$ cat src/rtl/lives_hud_controller.sv
// rtl/lives_hud_controller.sv - lives counter, hit blink/invulnerability FSM and heart-slot pixel gate
// Optional EXTRA_LIFE_EN: bonus pulse adds a life in ALIVE/INVULN, saturating at MAX_LIVES.
module lives_hud_controller #(
    parameter int MAX_LIVES     = 3,
    parameter int HEART_W       = 20,
    parameter int BLINK_FRAMES  = 8,
    parameter int BLINK_PHASES  = 6,
    parameter int INVULN_FRAMES = 60
) (
    input  logic                           clk,
    input  logic                           resetN,
    input  logic                           startOfFrame,
    input  logic                           hit,
    input  logic                           newGame,
    input  logic                           bonus,
    input  logic [10:0]                    offsetX,
    input  logic                           insideRectIn,
    output logic                           insideRectOut,
    output logic [$clog2(MAX_LIVES+1)-1:0] livesLeft,
    output logic                           invulnerable,
    output logic                           gameOver
);
    localparam int LW   = $clog2(MAX_LIVES + 1);
    localparam int FMAX = (INVULN_FRAMES > BLINK_FRAMES) ? INVULN_FRAMES : BLINK_FRAMES;
    localparam int FW   = $clog2(FMAX + 1);
    localparam int PW   = $clog2(BLINK_PHASES + 1);

    typedef enum logic [1:0] {ALIVE, BLINK, INVULN, GAME_OVER} state_t;

    state_t          state;
    logic [FW-1:0]   frame_cnt;
    logic [PW-1:0]   phase_cnt;
    logic [LW-1:0]   lost_slot;
    logic [LW-1:0]   lives_dec;
    logic [LW-1:0]   lives_inc;
    logic [LW-1:0]   slot;
    logic            in_range;
    logic            bonus_ok;

`ifdef EXTRA_LIFE_EN
    assign bonus_ok = bonus;
`else
    logic unused_bonus;
    assign unused_bonus = bonus;
    assign bonus_ok     = 1'b0;
`endif

    assign lives_dec = (livesLeft == '0) ? '0 : livesLeft - 1'b1;
    assign lives_inc = (livesLeft == LW'(MAX_LIVES)) ? livesLeft : livesLeft + 1'b1;

    always_ff @(posedge clk or negedge resetN) begin
        if (!resetN) begin
            state        <= ALIVE;
            livesLeft    <= LW'(MAX_LIVES);
            frame_cnt    <= '0;
            phase_cnt    <= '0;
            lost_slot    <= '0;
            invulnerable <= 1'b0;
            gameOver     <= 1'b0;
        end else if (newGame) begin
            state        <= ALIVE;
            livesLeft    <= LW'(MAX_LIVES);
            frame_cnt    <= '0;
            phase_cnt    <= '0;
            invulnerable <= 1'b0;
            gameOver     <= 1'b0;
        end else begin
            case (state)
                ALIVE: begin
                    // The hit frame itself is not counted: counters restart from zero here.
                    if (hit) begin
                        livesLeft    <= lives_dec;
                        lost_slot    <= lives_dec;
                        frame_cnt    <= '0;
                        phase_cnt    <= '0;
                        invulnerable <= 1'b1;
                        state        <= BLINK;
                    end else if (bonus_ok) begin
                        livesLeft <= lives_inc;
                    end
                end
                BLINK: begin
                    if (startOfFrame) begin
                        if (frame_cnt == FW'(BLINK_FRAMES - 1)) begin
                            frame_cnt <= '0;
                            if (phase_cnt == PW'(BLINK_PHASES - 1)) begin
                                phase_cnt <= '0;
                                if (livesLeft == '0) begin
                                    state        <= GAME_OVER;
                                    gameOver     <= 1'b1;
                                    invulnerable <= 1'b0;
                                end else begin
                                    state <= INVULN;
                                end
                            end else begin
                                phase_cnt <= phase_cnt + 1'b1;
                            end
                        end else begin
                            frame_cnt <= frame_cnt + 1'b1;
                        end
                    end
                end
                INVULN: begin
                    if (bonus_ok)
                        livesLeft <= lives_inc;
                    if (startOfFrame) begin
                        if (frame_cnt == FW'(INVULN_FRAMES - 1)) begin
                            frame_cnt    <= '0;
                            invulnerable <= 1'b0;
                            state        <= ALIVE;
                        end else begin
                            frame_cnt <= frame_cnt + 1'b1;
                        end
                    end
                end
                GAME_OVER: begin
                    gameOver <= 1'b1;
                end
                default: state <= ALIVE;
            endcase
        end
    end

    // Slot index from a chain of threshold compares instead of a divider.
    always_comb begin
        slot = '0;
        for (int i = 1; i < MAX_LIVES; i++) begin
            if (offsetX >= 11'(i * HEART_W))
                slot = LW'(i);
        end
        in_range = (offsetX < 11'(MAX_LIVES * HEART_W));
    end

    assign insideRectOut = insideRectIn && in_range &&
                           ((slot < livesLeft) ||
                            (state == BLINK && slot == lost_slot && !phase_cnt[0]));
endmodule
$ cat config.mk
export PLATFORM = sky130hd
export DESIGN_NAME = lives_hud_controller
export DESIGN_NICKNAME = d
export VERILOG_FILES = /design/src/rtl/lives_hud_controller.sv
export SDC_FILE = /design/constraint.sdc
export NUM_CORES = 1
export LEC_CHECK = 0
export ABC_AREA = 1
export CAP_MARGIN = 10
export CORE_MARGIN = 4
export CORE_UTILIZATION = 67
export DETAILED_ROUTE_END_ITERATION = 6
export DONT_BUFFER_PORTS = 1
export PLACE_DENSITY = 0.83
export SLEW_MARGIN = 20
export SYNTH_ARGS = -nofsm -noshare
export SYNTH_HDL_FRONTEND = slang
export SYNTH_SLANG_ARGS = --single-unit
$ cat constraint.sdc
create_clock -name clk -period 2.7 [get_ports clk]
set_input_delay 0.54 -clock clk [delete_from_list [all_inputs] [get_ports clk]]
set_output_delay 0.54 -clock clk [all_outputs]
set_load 0.01 [all_outputs]
Word level (Yosys, flattened, before mapping)

Cells that the tools add are included.

Add/sub/neg operators: 3
$lt $le $gt $ge: 4
Eq/ne operators: 14
Muxes and demuxes: 43
Bitwise logic cells: 1
Reductions and logical operators: 20

Operators with widths:

| cell                                                               | number |
|---|---|
| two-way mux 6 bit                                                  | 6 |
| two-way mux 2 bit                                                  | 12 |
| != test 3 bit, second input constant                               | 7 |
| case mux 6 bit (3 select lines)                                    | 1 |
| two-way mux 1 bit                                                  | 15 |
| two-way mux 3 bit                                                  | 5 |
| greater-or-equal comparator 11 x 5 -> 1 bit, second input constant | 1 |
| greater-or-equal comparator 11 x 6 -> 1 bit, second input constant | 1 |
| < comparator 11 x 6 -> 1 bit, second input constant                | 1 |
| AND reduction 4 bit                                                | 2 |
| AND reduction 8 bit                                                | 1 |
| AND reduction 7 bit                                                | 1 |
| adder 6 x 1 -> 6 bit, second input constant                        | 1 |
| == test 6 x 3 -> 1 bit, second input constant                      | 1 |
| == test 6 bit, second input constant                               | 1 |
| case mux 2 bit (3 select lines)                                    | 1 |
| case mux 3 bit (2 select lines)                                    | 1 |
| nonzero test 3 bit                                                 | 2 |
| AND reduction 5 bit                                                | 1 |
| == test 2 bit, second input constant                               | 2 |
| logical AND 1 bit                                                  | 4 |
| zero test 2 bit                                                    | 2 |
| nonzero test 2 bit                                                 | 2 |
| nonzero test 4 bit                                                 | 1 |
| other kinds (13)                                                   | 13 |

Register bits after elaboration: 17
Input bits: 18
Output and inout bits: 5
Word-level logic and storage cells: 92

Depth between registers and ports, before layout

Depth after elaboration: 8
Mapped depth: 11
Gate-level depth less buffers: 11

Least setup slack after synthesis

No wires, ideal clock.

Path kind: input port to output port
Start: input offsetX[8]
End: output insideRectOut
Arrival: 1.511 ns
Required time: 2.160 ns
Path slack: 0.649 ns
Cell stages on the path: 8
Buffers on the path: 0
Cell sequence: nor2_1 > nand3_1 > nor2_1 > inv_1 > ha_1 > nand2_1 > nand2_1 > a21oi_1

Cells in the longest elaborated chain, start to end: 8
Elaborated cells on any way between the ends: 12
Those cells by class: 4 x order compare; 1 x eq/ne; 2 x mux; 5 x reduce/logical

Ends and longest elaborated chain:

| element                                     | RTL line | RTL |
|---|---|---|
| start: declaration                          | 16       | `input logic [10:0] offsetX,` |
| greater-or-equal comparator 11 x 5 -> 1 bit | 128      | `if (offsetX >= 11'(i * HEART_W))` |
| two-way mux 1 bit                           | 128      |  |
| two-way mux 2 bit                           | 128      |  |
| == test 2 bit                               | 136      | `(state == BLINK && slot == lost_slot && !phase_cnt[0]));` |
| logical AND 1 bit (2 in a row)              | 136      |  |
| logical OR 1 bit                            | 135      | `((slot < livesLeft) \|\|` |
| logical AND 1 bit *                         | 134      | `assign insideRectOut = insideRectIn && in_range &&` |
| end: declaration                            | 18       | `output logic insideRectOut,` |

Every way passes the cells marked *; elsewhere a longest branch is shown, timed or not.

Final worst setup path

Start: register state[1]
End: output insideRectOut

Cells in the longest elaborated chain, start to end: 5

Ends and longest elaborated chain:

| element                        | RTL line | RTL |
|---|---|---|
| start: declaration             | 30       | `state_t state;` |
| start signal: assignment       | 53       | `state <= ALIVE;` |
| start signal: assignment       | 61       | `state <= ALIVE;` |
| start signal: assignment       | 77       | `state <= BLINK;` |
| == test 2 x 1 -> 1 bit         | 136      |  |
| logical AND 1 bit (2 in a row) | 136      |  |
| logical OR 1 bit               | 135      |  |
| logical AND 1 bit              | 134      |  |

Every way passes these cells.

==> results.env <==
IO_PINS=23
TIMING.SETUP.CRITICAL_PATH_CLASS='reg2out'
PLACE.PORT_BUFFERS=0
SYN_AREA_SQ_UM=1302
NET-SWITCHING-POWER_W=0.0005946
POST_CTS.REPAIR.SETUP_BUFFERS=0
POST-ROUTE-UTIL_PCT=76.28
CP-END-KIND='output port'
CLK_PIN_SLEW_WORST_PATHS_NS=0.10
CTS_MADE_BUFFERS=3
POSTCTSHOLDBUFS=1
FLOORPLAN.INITIALDENSITY_PCT=73.05
TRITONCTS_CLOCK_TREE='yes'
P_COMB_SHARE_PCT=55.8
TIMING.SETUP.TNS_NS=0
CORE-AREA_SQ_UM=1783
DP_HPWL_MM=2.128
LAYOUT_OVERHEAD_ON_THE_SYNTHESIZED_AREA_PCT=4.419
SYNTHXORXNORAREAFRAC_PCT=0.6724
WORST_PATH_LARGEST_CELL_DELAY_NS=0.42
CELL_VARIETY_AFTER_SYNTH=32
SYNTH_ENABLE_FLOP_CELLS=0
TIMING.CRITICAL_PATH.ARRIVAL_NS=1.70
VIAS_PER_CELL=5.642
ROUTED_WL_MM=2.664
SYNTH_TOP_FAMILY_BY_AREA='simple AND/OR/NAND/NOR gates'
SWITCHING_SHARE_PCT=48.83
VIAS=1134
CRITICAL_PATH.MAX_FANOUT=5
DRTANTENNAVIOLNETS=0
DETAIL_ROUTE.ITER0.VIOLATIONS=34
WORST_SLEW_PIN_SLEW_NS=0.6894
SYN_INST=172
CTSHTREEMAXLEVEL=1
HOLD_VIOL_FINAL=0
MAX-VDD-IR-DROP_V=0.0005679
FLOORPLAN.ROWS=15
CLOCK_POWER_SHARE_PCT=11.7
SLEW-LIMIT-HEADROOM_PCT=53.89
YOSYSSEQAREASHARE_PCT=32.85
PERIOD_SHARE_PCT=82.90
WORSTPATHREQUIRED_NS=2.16
WORST_SETUP_START_KIND='register'
ACHIEVABLE-FREQUENCY_MHz=446.8
TIMING.FINAL.SETUP_VIOLATIONS=0
CRIT_PATH_CELL_TRACE='inv_1 > ha_1 > inv_2 > nor2_1 > nand2_1 > nor2_1 > nand2_1 > a21oi_1'
COUNT_OF_UNRESOLVED_DRC_VIOLATIONS_AFTER_ROUTING=0
SYNTHTOPCELLSBYCOUNT='sky130_fd_sc_hd__nand2_1 (36), sky130_fd_sc_hd__inv_1 (27), sky130_fd_sc_hd__nor2_1 (19)'
ROUTE.DETAILED.WL_PER_INST_UM=13.25
SYNTH_FP_NETS=195
POST-SYNTH-TOP-AREA-FRACTION_PCT=28.82
DETAILEDROUTE.FIRSTPASSITERATIONCOUNT=4
FINAL_SLEW_VIOL_COUNT=0
FINAL_LAYOUT_NET_COUNT=200
GRT_START_MAX_NET_PINS=16
CTS_MAX_PATH_BUFFERS=2
POST_SYNTH_AND_OR_NAND_NOR_AREA_FRACTION_PCT=39.67
FRACTION_OF_THE_MAPPED_NETLIST_AREA_IN_ADDER_CELLS_PCT=4.803
YOSYS.CELL_COUNT.TOP_TYPE='sky130_fd_sc_hd__nand2_1'
ASYNC_FLOP_SHARE_PCT=100.0
CELL_TYPE_OF_THE_SLOWEST_STAGE_ON_THE_WORST_TIMING_PATH='sky130_fd_sc_hd__dfrtp_1'
LAYOUT.FILLER_CELLS=136
POST-ROUTE-MIN-PERIOD_NS=2.238
SEQ_POWER_SHARE_PCT=32.5
OUTCOME='completed'
HP-CLASS='in2async'
CRIT_FAMILY='flip-flops'
DIE_WIDTH_UM=52.09
DRIVE_ABOVE_1_SHARE_PCT=17.05
SYNTH-SEQ-CELLS=17
VIA_COUNT_OF_THE_FIRST_GLOBAL_ROUTING_PASS=1065
SYNTH-COMPOUND-AREA-SHARE_PCT=12.30
ANTENNA_FOUND_INITIAL=0
GRT_OVERFLOW_TOTAL=0
ROOT_BUFFER='sky130_fd_sc_hd__clkbuf_4'
YOSYS_WARNINGS=0
CLOCK_SINKS=17
SYNTHTOPCELLSBYAREA='sky130_fd_sc_hd__dfrtp_1 (29%), sky130_fd_sc_hd__nand2_1 (10%), sky130_fd_sc_hd__inv_1 (7.8%), sky130_fd_sc_hd__nand3_1 (6.5%), sky130_fd_sc_hd__nor2_1 (5.5%)'
FP.DIEH_UM=52.09
CLOCK-SKEW-FINAL_NS=0.003497
ANTENNA-DIODE-COUNT=0
MULTI_INPUT_AREA_SQ_UM=748.2
CLOCK_INSERTION_DELAY_WORST_SKEW_NS=0.30
GRT_PASS1_WL_MM=4.533
CP.BUFFERS_INVERTERS=2
FINALHOLDWORSTSLACK_NS=0.06235
SYNTH_TOP_FLOP_CELL='sky130_fd_sc_hd__dfrtp_1'
POWER.DENSITY_nW_PER_UM2=895.4
CTS_REPAIR_RESIZE_COUNT=0
GP_CONGESTION=0.9115
MAX_CAP_VIOL_COUNT=0
SYNTH_TOP_AREA_CELL='sky130_fd_sc_hd__dfrtp_1'
LEAKAGEPOWER_nW=0.6902
SYN_AREA_PER_CELL_SQ_UM=7.573
SYNTH.MUX.AREA_FRACTION_PCT=0
GLOBAL_ROUTE.USAGE.TOTAL_PCT=22.46
FP.DIEAREA_SQ_UM=2713
INTERNAL_POWER_CONTRIBUTION_W=0.0006231
LAYOUT.AREA.SEQ_SQ_UM=427.9
GRT_SETUP_UNREPAIRED='false'
[routing by layer]
layer  GRT usage [%]  routed length, um  vias up
li1                -                  -      562
met1           28.52               1185      537
met2           36.40               1282       30
met3           6.304                160        5
met4           7.424                 36        0
met5               0                  0        -
[stage by stage]
| step | cells | total power [W] | setup slack, ns | instance area (sq um) |
|---|---|---|---|---|
| 5_1_grt | 201 | 0.001320 | 0.3017 | 1360 |
| 6_report | 201 | 0.001218 | 0.4617 | 1360 |
| 4_1_cts | 201 | 0.001217 | 0.4578 | 1360 |
| 3_5_place_dp | 196 | 0.001069 | 0.5001 | 1323 |
| 3_3_place_gp | 196 | 0.001033 | 0.5765 | 1323 |
| 2_1_floorplan | 172 | 0.0009549 | 0.6494 | 1303 |
[flip-flops by register name (all words and copies together), names as in the netlist]
name	count
frame_cnt	6
state	2
lost_slot	2
livesLeft	2
invulnerable	1
gameOver	1
phase_cnt	3
[power by group through the flow]
stage	Sequential (W)	Combinational, W	Clock (W)
3_5_place_dp	0.000399	0.000670	0
4_1_cts	0.000395	0.000679	0.000143
6_report	0.000396	0.000680	0.000142
5_1_grt	0.000407	0.000761	0.000153
2_1_floorplan	0.000384	0.000571	0
3_3_place_gp	0.000395	0.000638	0
[worst reg2reg max path, delay by kind of cell (launching register included)]
kind	cells	cell delay, ns
adders and majority gates	1	0.32
and+or+nand+nor	5	0.57
DFF	1	0.40
buffers and inverters	4	0.31
[final cells by class]
| cell class | instances | area share, % |
|---|---|---|
| clock inverters | 1 | 0.3680 |
| flip-flops and latches | 17 | 31.46 |
| clock buffers | 3 | 1.656 |
| multi-input cells | 124 | 55.01 |
| well taps | 25 | 2.300 |
| inverters | 30 | 8.464 |
| repair buffers | 1 | 0.7360 |
[cell usage in the layout (no fill, tap or decap), drive strengths merged]
cell type    count
nor2            22
a21boi           1
a22oi            2
ha               5
nand3b           1
nor3             2
xnor2            1
dlygate4sd3      1
o21ai            5
a21oi           13
clkinv           1
o31ai            2
o211ai           1
clkbuf           3
dfstp            2
nand4            4
dfrtp           15
inv             30
nor3b            1
nand3           21
nand2           43
[cell families after synthesis]
logic type	count (synthesis)
and+or+nand+nor	94
buffers and inverters	31
AOI/OAI and AO/OA	24
DFF	17
adders and majority gates	5
xor gates and xnor gates	1
[worst paths after layout]
path                       cells after the start                startpoint                       end  slack (ns)
min in group clk                               1                   newGame      gameOver$_DFFE_PN0P_        0.29
setup reg to reg                              10      state[0]$_DFFE_PN0P_  frame_cnt[5]$_DFFE_PN0P_        1.05
hold reg to reg                                1  frame_cnt[0]$_DFFE_PN0P_  frame_cnt[0]$_DFFE_PN0P_        0.52
max in group asynchronous                      1                    resetN      gameOver$_DFFE_PN0P_        1.55
setup / recovery                               8      state[1]$_DFFE_PN0P_             insideRectOut        0.46
hold / removal                                 0                    resetN  livesLeft[0]$_DFFE_PN1P_        0.06
Note: power is estimated with default switching activity, not from simulation.
